### src/rtl/vga_timing_pkg.sv
// Shared geometry sets and sync polarity helpers for vga_timing_gen.
// Geometry is given per axis as display / front porch / pulse / back porch.
package vga_timing_pkg;

    typedef struct packed {
        int dispw;
        int fp;
        int pw;
        int bp;
    } axis_geom_t;

    typedef struct packed {
        axis_geom_t h;
        axis_geom_t v;
    } mode_geom_t;

    localparam bit POL_ACTIVE_LOW  = 1'b0;
    localparam bit POL_ACTIVE_HIGH = 1'b1;

    // 640x480@60 totals 800x525; 1280x960 totals 1712x994.
    localparam mode_geom_t MODE_640X480_60 = '{h: '{640, 16, 96, 48}, v: '{480, 10, 2, 33}};
    localparam mode_geom_t MODE_1280X960   = '{h: '{1280, 80, 136, 216}, v: '{960, 1, 3, 30}};

    function automatic logic sync_level(input logic pol, input logic active);
        return active ? pol : ~pol;
    endfunction

endpackage

### src/rtl/vga_delay_line.sv
// Enable-gated shift register of DEPTH stages, each stage resetting to rst_val.
// DEPTH of 0 degenerates to a wire.
module vga_delay_line #(
    parameter int WIDTH = 5,
    parameter int DEPTH = 2
) (
    input  logic             clk,
    input  logic             rst,
    input  logic             en,
    input  logic [WIDTH-1:0] rst_val,
    input  logic [WIDTH-1:0] d,
    output logic [WIDTH-1:0] q
);

    if (DEPTH == 0) begin : g_pass
        assign q = d;
    end else begin : g_stages
        logic [WIDTH-1:0] stage [DEPTH];

        always_ff @(posedge clk) begin
            if (rst) begin
                for (int i = 0; i < DEPTH; i++) stage[i] <= rst_val;
            end else if (en) begin
                stage[0] <= d;
                for (int i = 1; i < DEPTH; i++) stage[i] <= stage[i-1];
            end
        end

        assign q = stage[DEPTH-1];
    end

endmodule

### src/rtl/vga_timing_gen.sv
// Parametrised raster timing generator: pixel/line counters with registered DE, sync and strobes.
// Define VGA_PIPE_ALIGN_EN to delay DE/sync/strobes by PIPE_DLY enabled cycles (counters undelayed).
module vga_timing_gen
    import vga_timing_pkg::*;
#(
    parameter int H_DISPW  = MODE_640X480_60.h.dispw,
    parameter int H_FP     = MODE_640X480_60.h.fp,
    parameter int H_PW     = MODE_640X480_60.h.pw,
    parameter int H_BP     = MODE_640X480_60.h.bp,
    parameter bit H_POL    = POL_ACTIVE_LOW,
    parameter int V_DISPW  = MODE_640X480_60.v.dispw,
    parameter int V_FP     = MODE_640X480_60.v.fp,
    parameter int V_PW     = MODE_640X480_60.v.pw,
    parameter int V_BP     = MODE_640X480_60.v.bp,
    parameter bit V_POL    = POL_ACTIVE_LOW,
    parameter int CNT_W    = 13,
    parameter int PIPE_DLY = 2
) (
    input  logic             PCLK_I,
    input  logic             RST_I,
    input  logic             EN_I,
    output logic [CNT_W-1:0] HCNT_O,
    output logic [CNT_W-1:0] VCNT_O,
    output logic             DE_O,
    output logic             HSYNC_O,
    output logic             VSYNC_O,
    output logic             LINE_O,
    output logic             FRAME_O
);

    localparam int     H_TOT     = H_DISPW + H_FP + H_PW + H_BP;
    localparam int     V_TOT     = V_DISPW + V_FP + V_PW + V_BP;
    localparam longint CNT_RANGE = 64'd1 << CNT_W;

    if (H_DISPW < 1 || H_FP < 1 || H_PW < 1 || H_BP < 1 ||
        V_DISPW < 1 || V_FP < 1 || V_PW < 1 || V_BP < 1 || PIPE_DLY < 0 ||
        longint'(H_TOT) > CNT_RANGE || longint'(V_TOT) > CNT_RANGE) begin : g_bad_param
        $error("vga_timing_gen: zero geometry or totals exceed counter range");
    end

    localparam logic [CNT_W-1:0] H_LAST   = CNT_W'(H_TOT - 1);
    localparam logic [CNT_W-1:0] V_LAST   = CNT_W'(V_TOT - 1);
    localparam logic [CNT_W-1:0] H_DE_END = CNT_W'(H_DISPW);
    localparam logic [CNT_W-1:0] V_DE_END = CNT_W'(V_DISPW);
    localparam logic [CNT_W-1:0] HS_START = CNT_W'(H_DISPW + H_FP);
    localparam logic [CNT_W-1:0] HS_END   = CNT_W'(H_DISPW + H_FP + H_PW - 1);
    localparam logic [CNT_W-1:0] VS_START = CNT_W'(V_DISPW + V_FP);
    localparam logic [CNT_W-1:0] VS_END   = CNT_W'(V_DISPW + V_FP + V_PW - 1);
    localparam logic             HS_IDLE  = sync_level(H_POL, 1'b0);
    localparam logic             VS_IDLE  = sync_level(V_POL, 1'b0);

    logic [CNT_W-1:0] hcnt, vcnt, h_next, v_next;
    logic             de_next, hs_next, vs_next, line_next, frame_next;
    logic             de_q, hs_q, vs_q, line_q, frame_q, en_q;
    logic [4:0]       tim_aligned, tim_out;

    always_comb begin
        h_next = hcnt + 1'b1;
        v_next = vcnt;
        if (hcnt == H_LAST) begin
            h_next = '0;
            v_next = (vcnt == V_LAST) ? '0 : vcnt + 1'b1;
        end
    end

    // Decoding the next count keeps every registered output in step with the counters.
    assign de_next    = (h_next < H_DE_END) && (v_next < V_DE_END);
    assign hs_next    = sync_level(H_POL, (h_next >= HS_START) && (h_next <= HS_END));
    assign vs_next    = sync_level(V_POL, (v_next >= VS_START) && (v_next <= VS_END));
    assign line_next  = (h_next == '0);
    assign frame_next = (h_next == '0) && (v_next == '0);

    always_ff @(posedge PCLK_I) begin
        if (RST_I) begin
            hcnt    <= H_LAST;
            vcnt    <= V_LAST;
            de_q    <= 1'b0;
            hs_q    <= HS_IDLE;
            vs_q    <= VS_IDLE;
            line_q  <= 1'b0;
            frame_q <= 1'b0;
            en_q    <= 1'b0;
        end else begin
            en_q <= EN_I;
            if (EN_I) begin
                hcnt    <= h_next;
                vcnt    <= v_next;
                de_q    <= de_next;
                hs_q    <= hs_next;
                vs_q    <= vs_next;
                line_q  <= line_next;
                frame_q <= frame_next;
            end
        end
    end

    assign tim_aligned = {de_q, hs_q, vs_q, line_q, frame_q};

`ifdef VGA_PIPE_ALIGN_EN
    vga_delay_line #(
        .WIDTH (5),
        .DEPTH (PIPE_DLY)
    ) u_delay_line (
        .clk     (PCLK_I),
        .rst     (RST_I),
        .en      (EN_I),
        .rst_val ({1'b0, HS_IDLE, VS_IDLE, 2'b00}),
        .d       (tim_aligned),
        .q       (tim_out)
    );
`else
    assign tim_out = tim_aligned;
`endif

    // Strobes stay stored while frozen so none is lost in the delay line; they are only masked.
    assign HCNT_O  = hcnt;
    assign VCNT_O  = vcnt;
    assign DE_O    = tim_out[4];
    assign HSYNC_O = tim_out[3];
    assign VSYNC_O = tim_out[2];
    assign LINE_O  = tim_out[1] & en_q;
    assign FRAME_O = tim_out[0] & en_q;

endmodule
### config.mk
export PLATFORM = sky130hd
export DESIGN_NAME = vga_timing_gen
export DESIGN_NICKNAME = d
export VERILOG_FILES = /design/src/rtl/vga_timing_pkg.sv /design/src/rtl/vga_delay_line.sv /design/src/rtl/vga_timing_gen.sv
export SDC_FILE = /design/constraint.sdc
export NUM_CORES = 1
export LEC_CHECK = 0
export BUFFER_PORTS_ARGS = -buffer_cell sky130_fd_sc_hd__buf_2
export CORE_MARGIN = 1
export CORE_UTILIZATION = 25
export CTS_CLUSTER_SIZE = 40
export DETAILED_ROUTE_END_ITERATION = 7
export SKIP_CTS_REPAIR_TIMING = 1
export SLEW_MARGIN = 20
export SYNTH_ARGS = -nofsm -noshare
export SYNTH_HDL_FRONTEND = slang
export SYNTH_HIERARCHICAL = 1
export SYNTH_SLANG_ARGS = --single-unit
### constraint.sdc
create_clock -name PCLK_I -period 4.25 [get_ports PCLK_I]
set_input_delay 0.85 -clock PCLK_I [delete_from_list [all_inputs] [get_ports PCLK_I]]
set_output_delay 0.85 -clock PCLK_I [all_outputs]
set_load 0.02 [all_outputs]
==> results of run 1 <==
-- flip-flops by register name, summed over array words and instances, names as in the netlist --
signal,count
HCNT_O,13
DE_O,1
VSYNC_O,1
en_q,1
VCNT_O,13
HSYNC_O,1
frame_q,1
line_q,1
-- per-stage QoR --
step,instances,hold slack [ns]
5_1_grt,395,0.502
3_5_place_dp,387,0.451
2_1_floorplan,267,0.502
3_3_place_gp,387,0.446
4_1_cts,395,0.462
6_report,395,0.460
-- area by class of cell --
cell class / count / area [um2] / share of cell area, %
multi-input combinational: 211 / 1320 / 54.8
sequential: 32 / 641 / 26.7
timing repair buffer: 35 / 180 / 7.50
tap: 102 / 128 / 5.32
clock buffer: 5 / 68.8 / 2.87
clock inverter: 3 / 42.5 / 1.77
inverter: 7 / 26.3 / 1.09
-- power groups by stage --
stage	Sequential, mW	Clock, mW	Combinational [mW]
after floorplan	0.361	0	0.170
after detailed placement	0.360	0	0.221
after CTS	0.353	0.309	0.222
after global routing	0.358	0.324	0.246
after global placement	0.358	0	0.221
final	0.353	0.303	0.222
-- cell usage after synthesis (3+ instances only) --
cell type | instances | area, um2
dfxtp_1 | 32 | 641
nor2b_1 | 4 | 25.0
nand4_1 | 9 | 56.3
clkbuf_1 | 10 | 37.5
buf_6 | 3 | 33.8
o21ai_1 | 4 | 20.0
nand3_1 | 11 | 55.1
a211oi_1 | 7 | 52.6
ha_1 | 4 | 50.1
inv_1 | 6 | 22.5
nor3_1 | 12 | 60.1
nor4_1 | 6 | 37.5
a21oi_1 | 11 | 55.1
xnor2_1 | 8 | 70.1
and2_1 | 4 | 25.0
buf_2 | 3 | 15.0
nand2_1 | 29 | 109
and3_1 | 6 | 37.5
o21ai_0 | 12 | 60.1
nor2_1 | 34 | 128
xor2_1 | 5 | 43.8
and4_1 | 5 | 43.8
-- worst paths after layout --
kind / slack (ns) / end / depth (start not counted)
setup / recovery: 1.35 / frame_q / 8
hold / removal: 0.46 / DE_O / 2
setup reg to reg: 1.35 / frame_q / 8
hold reg to reg: 0.46 / DE_O / 2
-- layout by cell type (no fill, tap or decap), types with 2 or more instances in the layout --
master    netlist  routed
buf_4           0       2
nor4_1          6       6
or3_1           2       2
and4_1          5       5
or4_4           2       2
a21o_1          2       2
a31oi_1         2       2
and3_1          6       6
o21ai_0        12      12
a22oi_1         2       2
nor4b_2         2       2
dfxtp_1        32      32
nor2_4          2       2
nand4_1         9       9
a21oi_1        11      11
o21ai_1         4       4
nor3_1         12      12
xor2_1          5       5
o21a_1          2       2
a211oi_1        7       7
and2_1          4       4
nand3_1        11      11
buf_2           3      33
nor2b_1         4       4
mux2i_1         2       2
ha_1            4       4
nor2_1         34      34
a211o_1         2       2
nand2_1        29      29
clkbuf_8        0       5
inv_1           6       6
a22oi_2         2       2
xnor2_1         8       8
-- metal layers --
metal	track usage [%]	routed length (um)	vias up
met5	0	0	-
met4	4.23	61	0
met3	3.82	308	6
met2	21.9	2590	51
met1	17.6	2600	967
li1	-	-	1026
-- worst min-delay path, stage by stage, from the launching register on --
cell and delay [ns]:
dfxtp_1 0.32, nand2_1 0.05, o21ai_1 0.05
-- logic make-up (layout without fill, tap and decap cells) --
kind of cell	count (synthesis)	count (layout)	synth area share, %
flip-flops	32	32	30.9
XOR/XNOR	13	13	5.50
AO/OA/AOI/OAI	54	54	17.2
adder cells (fa/ha/maj)	4	4	2.42
AND/OR/NAND/NOR	137	137	36.8
buffers and inverters	24	50	5.62
multiplexers	3	3	1.51
==> results_dict.tcl, run 1 <==
set metrics [dict create \
    portBuffers 33 \
    leakagePower_nw 0.940 \
    clockBufferDepth 2 \
    grtUsageTotal_pct 13.6 \
    cpPeakStageDelay_ns 0.69 \
    crit_type "reg -> reg" \
    synth-edff-count 0 \
    rows 32 \
    yosysWarnings 6 \
    ys_seq_area_share_pct 30.9 \
    final_area_um2 2400 \
    hold_viol 0 \
    pwr-share-comb_pct 25.3 \
    total_power_uw 878 \
    grt_max_degree 38 \
    drtIter0Drc 82 \
    netlist_area_um2 2070 \
    place_congestion 0.861 \
    ir_worst_vdd_mv 0.142 \
    synth_area_per_cell_um2 7.76 \
    p_seq_share_pct 40.2 \
    finalSetupViolCount 0 \
    fmax_mhz 345 \
    antenna_left 0 \
    final_util_pct 30.4 \
    r2r_start "HCNT_O[0]" \
    crit_chain "ha_1 -> nand4_1 -> or4_4 -> nor2_4 -> and3_4 -> mux2_2 -> nor4_1 -> a41o_1" \
    switchingPower_uw 306 \
    antenna_cells 0 \
    remaining_drc_errors 0 \
    fin_tns_setup_ns 0 \
    synth_cell_types 53 \
    clockRootBuffer "clkbuf_8" \
    postPlaceCellArea_um2 2290 \
    period_minus_slack_ns 2.90 \
    critPathSlowestCell "or4_4" \
    antenna_found_initial 0 \
    skew_ns 0.00772 \
    grt_pass1_vias 1831 \
    fin_nets 299 \
    end_kind "flip-flop" \
    clk_pin_slew_ns 0.08 \
    grt_pass1_wl_um 9270 \
    clock_latency_ns 0.30 \
    synthCells 267 \
    p_sw_share_pct 34.9 \
    outcome "complete, no violations" \
    relSlewSlack_pct 51.6 \
    routed_wl_um 5560 \
    grt_overflow_total 0 \
    period_share_pct 68.2 \
    hold_path_startpoint "DE_O" \
    syn_nets 274 \
    avgViaCountPerCell 5.19 \
    drive_gt1_share_pct 19.8 \
    route.detailed.wl_per_inst_um 14.1 \
    cp.required_ns 4.50 \
    maxSlewViolCount 0 \
    dr.pass1.iters 4 \
    worstSetupStartpoint "HCNT_O[0]" \
    setup_slack_ns 1.35 \
    vias 2050 \
    crit_family "simple AND/OR/NAND/NOR gates" \
    dp_hpwl_um 3920 \
    die_area_um2 8660 \
    numClockSinks 32 \
    numCtsBuffers 5 \
    ys_ff_latch 32 \
    p_int_uw 572 \
    arrival_ns 3.14 \
    path_buf_inv 0 \
    hold_path.class "reg -> reg" \
    cap_violations 0 \
    die_h_um 93.0 \
    start_util_pct 26.3 \
    num-fill-cells 858 \
    core_area_um2 7890 \
    tritoncts "built" \
    async_flop_share_pct 0 \
    rsz0062_at_grt "no" \
    worstPathMaxFanout 10 \
    h-tree-depth 2 \
    syn_to_final_growth_pct 15.9 \
    clock_power_share_pct 34.5 \
    die_w_um 93.0 \
    power.density_nw_per_um2 366 \
    cp-start-kind "flip-flop" \
    tightest_slew_ns 0.720 \
    place_ws_ns 1.36 \
    synthFlopType "dfxtp_1" \
    io_pins 34 \
]
(Power assumes the default switching activity.)
==> run 2: changes to the inputs <==
Clock period 4.25 ns to 2.34 ns, I/O delays scaled along.
==> run 2 against run 1 <==
Net effect:
- the flow now finishes with violations (negative setup slack)
- via count increased by 9.0%
- design area up 21%
- maximum frequency rose by 20%
- clock skew is 0.0011 ns lower
- first-iteration DRC count up 96%
- hold slack gained 0.023 ns
- sequential power rose by 70%
- final cell count is 13% higher
- die area stayed put
- combinational power increased to 2.8 times the previous value
- non-clock buffer count is 50 higher
- clock power up 49%
- critical path type unchanged
- critical endpoint unchanged
==> results_dict.tcl, run 2 (synthesized netlist as in run 1, its figures left out) <==
set metrics [dict create \
    outcome "finished, violations left" \
    violations "negative setup slack" \
    cp-start-kind "flip-flop" \
    avgViaCountPerCell 5.02 \
    arrival_ns 2.60 \
    worstPathMaxFanout 5 \
    end_kind "flip-flop" \
    final_util_pct 36.9 \
    hold_viol 0 \
    r2r_start "HCNT_O[7]" \
    portBuffers 33 \
    io_pins 34 \
    power.density_nw_per_um2 574 \
    setup_slack_ns -0.0726 \
    ir_worst_vdd_mv 0.191 \
    clk_pin_slew_ns 0.07 \
    grt_pass1_vias 2108 \
    clock_latency_ns 0.29 \
    tightest_slew_ns 0.524 \
    layout_commonest_cell "buf_4" \
    grt_overflow_total 0 \
    leakagePower_nw 1.21 \
    die_w_um 93.0 \
    total_power_mw 1.67 \
    h-tree-depth 2 \
    numCtsBuffers 5 \
    dp_hpwl_um 4440 \
    numClockSinks 32 \
    reg2regPathDepth 7 \
    die_h_um 93.0 \
    remaining_drc_errors 0 \
    cap_violations 0 \
    hold_path_startpoint "DE_O" \
    core_area_um2 7890 \
    fmax_mhz 414 \
    crit_type "reg -> reg" \
    final_cell_mix "buf_4 (51), nor2_1 (34), buf_2 (33)" \
    grt_pass1_wl_um 10100 \
    tritoncts "built" \
    place_congestion 0.843 \
    antenna_found_initial 0 \
    r2r_slack_ns -0.07 \
    drtIter0Drc 161 \
    relSlewSlack_pct 65.1 \
    period_minus_slack_ns 2.41 \
    hold_path.class "reg -> reg" \
    fin_nets 349 \
    grtUsageTotal_pct 14.6 \
    vias 2235 \
    grt_max_degree 28 \
    rows 32 \
    finalSetupViolCount 2 \
    min_to "DE_O" \
    start_util_pct 26.3 \
    clockRootBuffer "clkbuf_8" \
    routed_wl_um 6170 \
    clockBufferDepth 2 \
    antenna_cells 0 \
    dr.pass1.iters 4 \
    hold_ws_ns 0.483 \
    cp.required_ns 2.53 \
    die_area_um2 8660 \
    regToRegEndpoint "frame_q" \
    antenna_left 0 \
    syn_to_final_growth_pct 40.5 \
    min_path_cells 2 \
    period_share_pct 103 \
    route.detailed.wl_per_inst_um 13.9 \
    rsz0062_at_grt "yes" \
    drive_gt1_share_pct 39.9 \
    skew_ns 0.00663 \
    maxSlewViolCount 0 \
]
## run 2: worst max path at each step
stage | startpoint | to | slack [ns]
global placement | HCNT_O[7] | VSYNC_O | -0.04
global route | HCNT_O[7] | frame_q | -0.12
floorplan | HCNT_O[10] | frame_q | -0.21
detailed placement | HCNT_O[12] | frame_q | -0.03
finish | HCNT_O[7] | frame_q | -0.07
CTS | HCNT_O[12] | frame_q | -0.06
## run 2: critical path, stage by stage (launching register included)
cell,delay [ns]
dfxtp_2,0.32
or3_4,0.38
or4_4,0.62
nor4b_4,0.31
a21oi_2,0.06
and4_1,0.21
and4_4,0.19
a41o_1,0.22
## run 2: final cells by class
class	instances	area [um2]
clock inverters	2	10.0
inverters	7	26.3
multi-input cells	211	1440
well taps	102	128
flip-flops and latches	32	667
repair buffers	85	559
fillers	804	4980
clock buffers	6	82.6
## run 2: power breakdown
part / internal (mW) / switching (mW) / leakage (nW)
clock: 0.235 / 0.216 / 0.0510
sequential: 0.576 / 0.0238 / 0.265
combinational: 0.266 / 0.356 / 0.891
total: 1.08 / 0.595 / 1.21
## run 2: metrics by stage
| step | std cells | setup slack [ns] | TNS, ns | cell area, um2 |
|---|---|---|---|---|
| after floorplan | 267 | -0.208 | -0.270 | 2140 |
| after detailed placement | 432 | -0.0337 | -0.0337 | 2680 |
| after global routing | 445 | -0.121 | -0.210 | 2910 |
| after global placement | 432 | -0.0434 | -0.0727 | 2680 |
| final | 445 | -0.0726 | -0.0873 | 2910 |
| after CTS | 440 | -0.0569 | -0.0934 | 2770 |
## run 2: per-layer routing
metal	global-route usage (%)	part of all wire, %
met1	20.4	49
met2	22.3	46
met3	2.11	3.9
met4	5.90	1.7
met5	0	0
==> run 3: changes to the inputs <==
Settings changed: ABC_AREA from default to 1, CORE_UTILIZATION 25 to 52, PLACE_DENSITY from default to 0.77, SETUP_SLACK_MARGIN from default to 0.4.
==> run 3 against run 2 <==
Net effect:
- the flow now finishes without violations
- first-iteration DRC count up 74%
- sequential share of layout area increased by 0.36 points
- global-route usage increased by 15 points
- combinational power down 13%
- largest cell class unchanged
- highest routed layer unchanged
==> results_dict.tcl, run 3 <==
set metrics [dict create \
    numCtsBuffers 5 \
    tightest_slew_ns 0.625 \
    outcome "complete, no violations" \
    crit_top_cell "nor2_1" \
    end_kind "flip-flop" \
    ys_ff_latch 32 \
    cap_violations 0 \
    synth_common_cells "nand2_1 (121), nor2_1 (46), inv_1 (40)" \
    die_area_um2 4690 \
    placed_cells 466 \
    portBuffers 33 \
    ys_top_cells_by_area "dfxtp_1 (28%), nand2_1 (20%), nand3_1 (8.3%), nor2_1 (7.5%), inv_1 (6.5%)" \
    hold_viol 0 \
    drtIter0Drc 280 \
    worstPathMaxFanout 6 \
    remaining_drc_errors 0 \
    p_seq_share_pct 35.7 \
    antenna_cells 0 \
    routed_wl_um 6770 \
    ir_worst_vdd_mv 0.383 \
    netlist_area_um2 2300 \
    antenna_left 0 \
    grt_max_degree 25 \
    cp.required_ns 2.57 \
    clk_pin_slew_ns 0.07 \
    p_sw_share_pct 35.7 \
    route.detailed.wl_per_inst_um 14.1 \
    pwr-share-comb_pct 30.5 \
    dp_hpwl_um 4560 \
    period_minus_slack_ns 1.89 \
    die_h_um 68.5 \
    critPathSlowestCell "dfxtp_4" \
    power.density_nw_per_um2 630 \
    crit_chain "ha_4 -> nand2_4 -> nor2_8 -> nand2_4 -> inv_2 -> nand2_2 -> nand3_2 -> nand2_1 -> nor3_1 -> nand3_1 -> nor2_1 -> nor2_1 -> nor2_1" \
    dr.pass1.iters 5 \
    rsz0062_at_grt "yes" \
    syn_nets 396 \
    place_congestion 0.908 \
    arrival_ns 2.13 \
    avgViaCountPerCell 5.63 \
    finalSetupViolCount 0 \
    yosysWarnings 6 \
    final_cell_mix "nand2_1 (115), nor2_1 (39), inv_1 (38)" \
    grt_pass1_vias 2118 \
    r2r_slack_ns 0.45 \
    fmax_mhz 528 \
    vias 2707 \
    relSlewSlack_pct 58.3 \
    grtUsageTotal_pct 29.2 \
    start_util_pct 55.9 \
    synth_most_common_cell "nand2_1" \
    h-tree-depth 2 \
    fin_nets 437 \
    synthCells 389 \
    core_area_um2 4120 \
    fin_cells 481 \
    p_int_mw 1.14 \
    maxSlewViolCount 0 \
    rows 23 \
    layout_commonest_cell "nand2_1" \
    clockBufferDepth 2 \
    cp-start-kind "flip-flop" \
    final_util_pct 68.3 \
    tritoncts "built" \
    crit_type "reg -> reg" \
    clockRootBuffer "clkbuf_8" \
    switchingPower_uw 633 \
    skew_ns 0.00442 \
    synth_area_leader_cell "dfxtp_1" \
    ys_seq_area_share_pct 27.9 \
    drive_gt1_share_pct 24.1 \
    synthFlopType "dfxtp_1" \
    syn_to_final_growth_pct 22.3 \
    leakagePower_nw 1.41 \
    die_w_um 68.5 \
    synth_cell_types 31 \
    synth_area_per_cell_um2 5.91 \
    clock_power_share_pct 33.8 \
    synth_top_cell_area_share_pct 27.9 \
    grt_overflow_total 0 \
    antenna_found_initial 0 \
    synth-edff-count 0 \
    period_share_pct 80.9 \
    async_flop_share_pct 0 \
    io_pins 34 \
    fin_tns_setup_ns 0 \
    numClockSinks 32 \
    clock_latency_ns 0.29 \
    hold_path.class "reg -> reg" \
    grt_pass1_wl_um 10100 \
    cpPeakStageDelay_ns 0.38 \
]
## run 3: cell type report
cell class | instances | area [um2]
clock buffers | 7 | 96.3
inverters | 47 | 176
repair buffers | 43 | 253
multi-input cells | 301 | 1540
fillers | 372 | 1300
clock inverters | 1 | 30.0
well taps | 50 | 62.6
flip-flops and latches | 32 | 654
## run 3: worst paths after layout
kind | start | end | cells after the start
min reg2reg | HSYNC_O | HSYNC_O | 2
max reg2reg | HCNT_O[1] | DE_O | 13
max | HCNT_O[1] | DE_O | 13
min | HSYNC_O | HSYNC_O | 2
## run 3: logic make-up (layout without fill, tap and decap cells)
group,Yosys count,in the layout,synth area share (%)
fa+ha+maj,4,4,2.18
buf+inv,57,98,9.96
xor+xnor,2,2,0.762
flops,32,32,27.9
compound gates,55,55,13.1
simple gates,239,240,46.2
## run 3: worst max-delay path: cells and delay by family, from the launching register on
| family | cells | cell delay [ns] |
|---|---|---|
| and+or+nand+nor | 11 | 1.22 |
| DFF | 1 | 0.38 |
| buffers and inverters | 1 | 0.08 |
| adders and majority gates | 1 | 0.15 |
## run 3: per-stage QoR
step | power, mW | hold slack (ns) | area (um2) | setup slack, ns
after floorplan | 0.988 | 0.457 | 2300 | 0.467
after global placement | 1.10 | 0.449 | 2510 | 0.268
after detailed placement | 1.10 | 0.448 | 2510 | 0.196
after CTS | 1.69 | 0.465 | 2630 | 0.145
after global routing | 1.85 | 0.491 | 2810 | 0.359
final | 1.77 | 0.468 | 2810 | 0.446
## run 3: layer usage
| layer | global-route usage, % | share of wire (%) | wire length, um | vias up |
|---|---|---|---|---|
| met1 | 42.0 | 46 | 3110 | 1228 |
| met5 | 0 | 0 | 0 | - |
| met2 | 44.6 | 44 | 2990 | 124 |
| met4 | 6.51 | 1.4 | 96 | 0 |
| met3 | 5.76 | 8.5 | 579 | 13 |
| li1 | - | - | - | 1342 |
## run 3: power groups by stage
stage          clock network (mW)  registers (mW)  logic, mW
2_1_floorplan                   0           0.672      0.316
3_3_place_gp                    0           0.639      0.460
3_5_place_dp                    0           0.640      0.464
4_1_cts                     0.597           0.627      0.466
5_1_grt                     0.622           0.638      0.595
6_report                    0.598           0.632      0.541
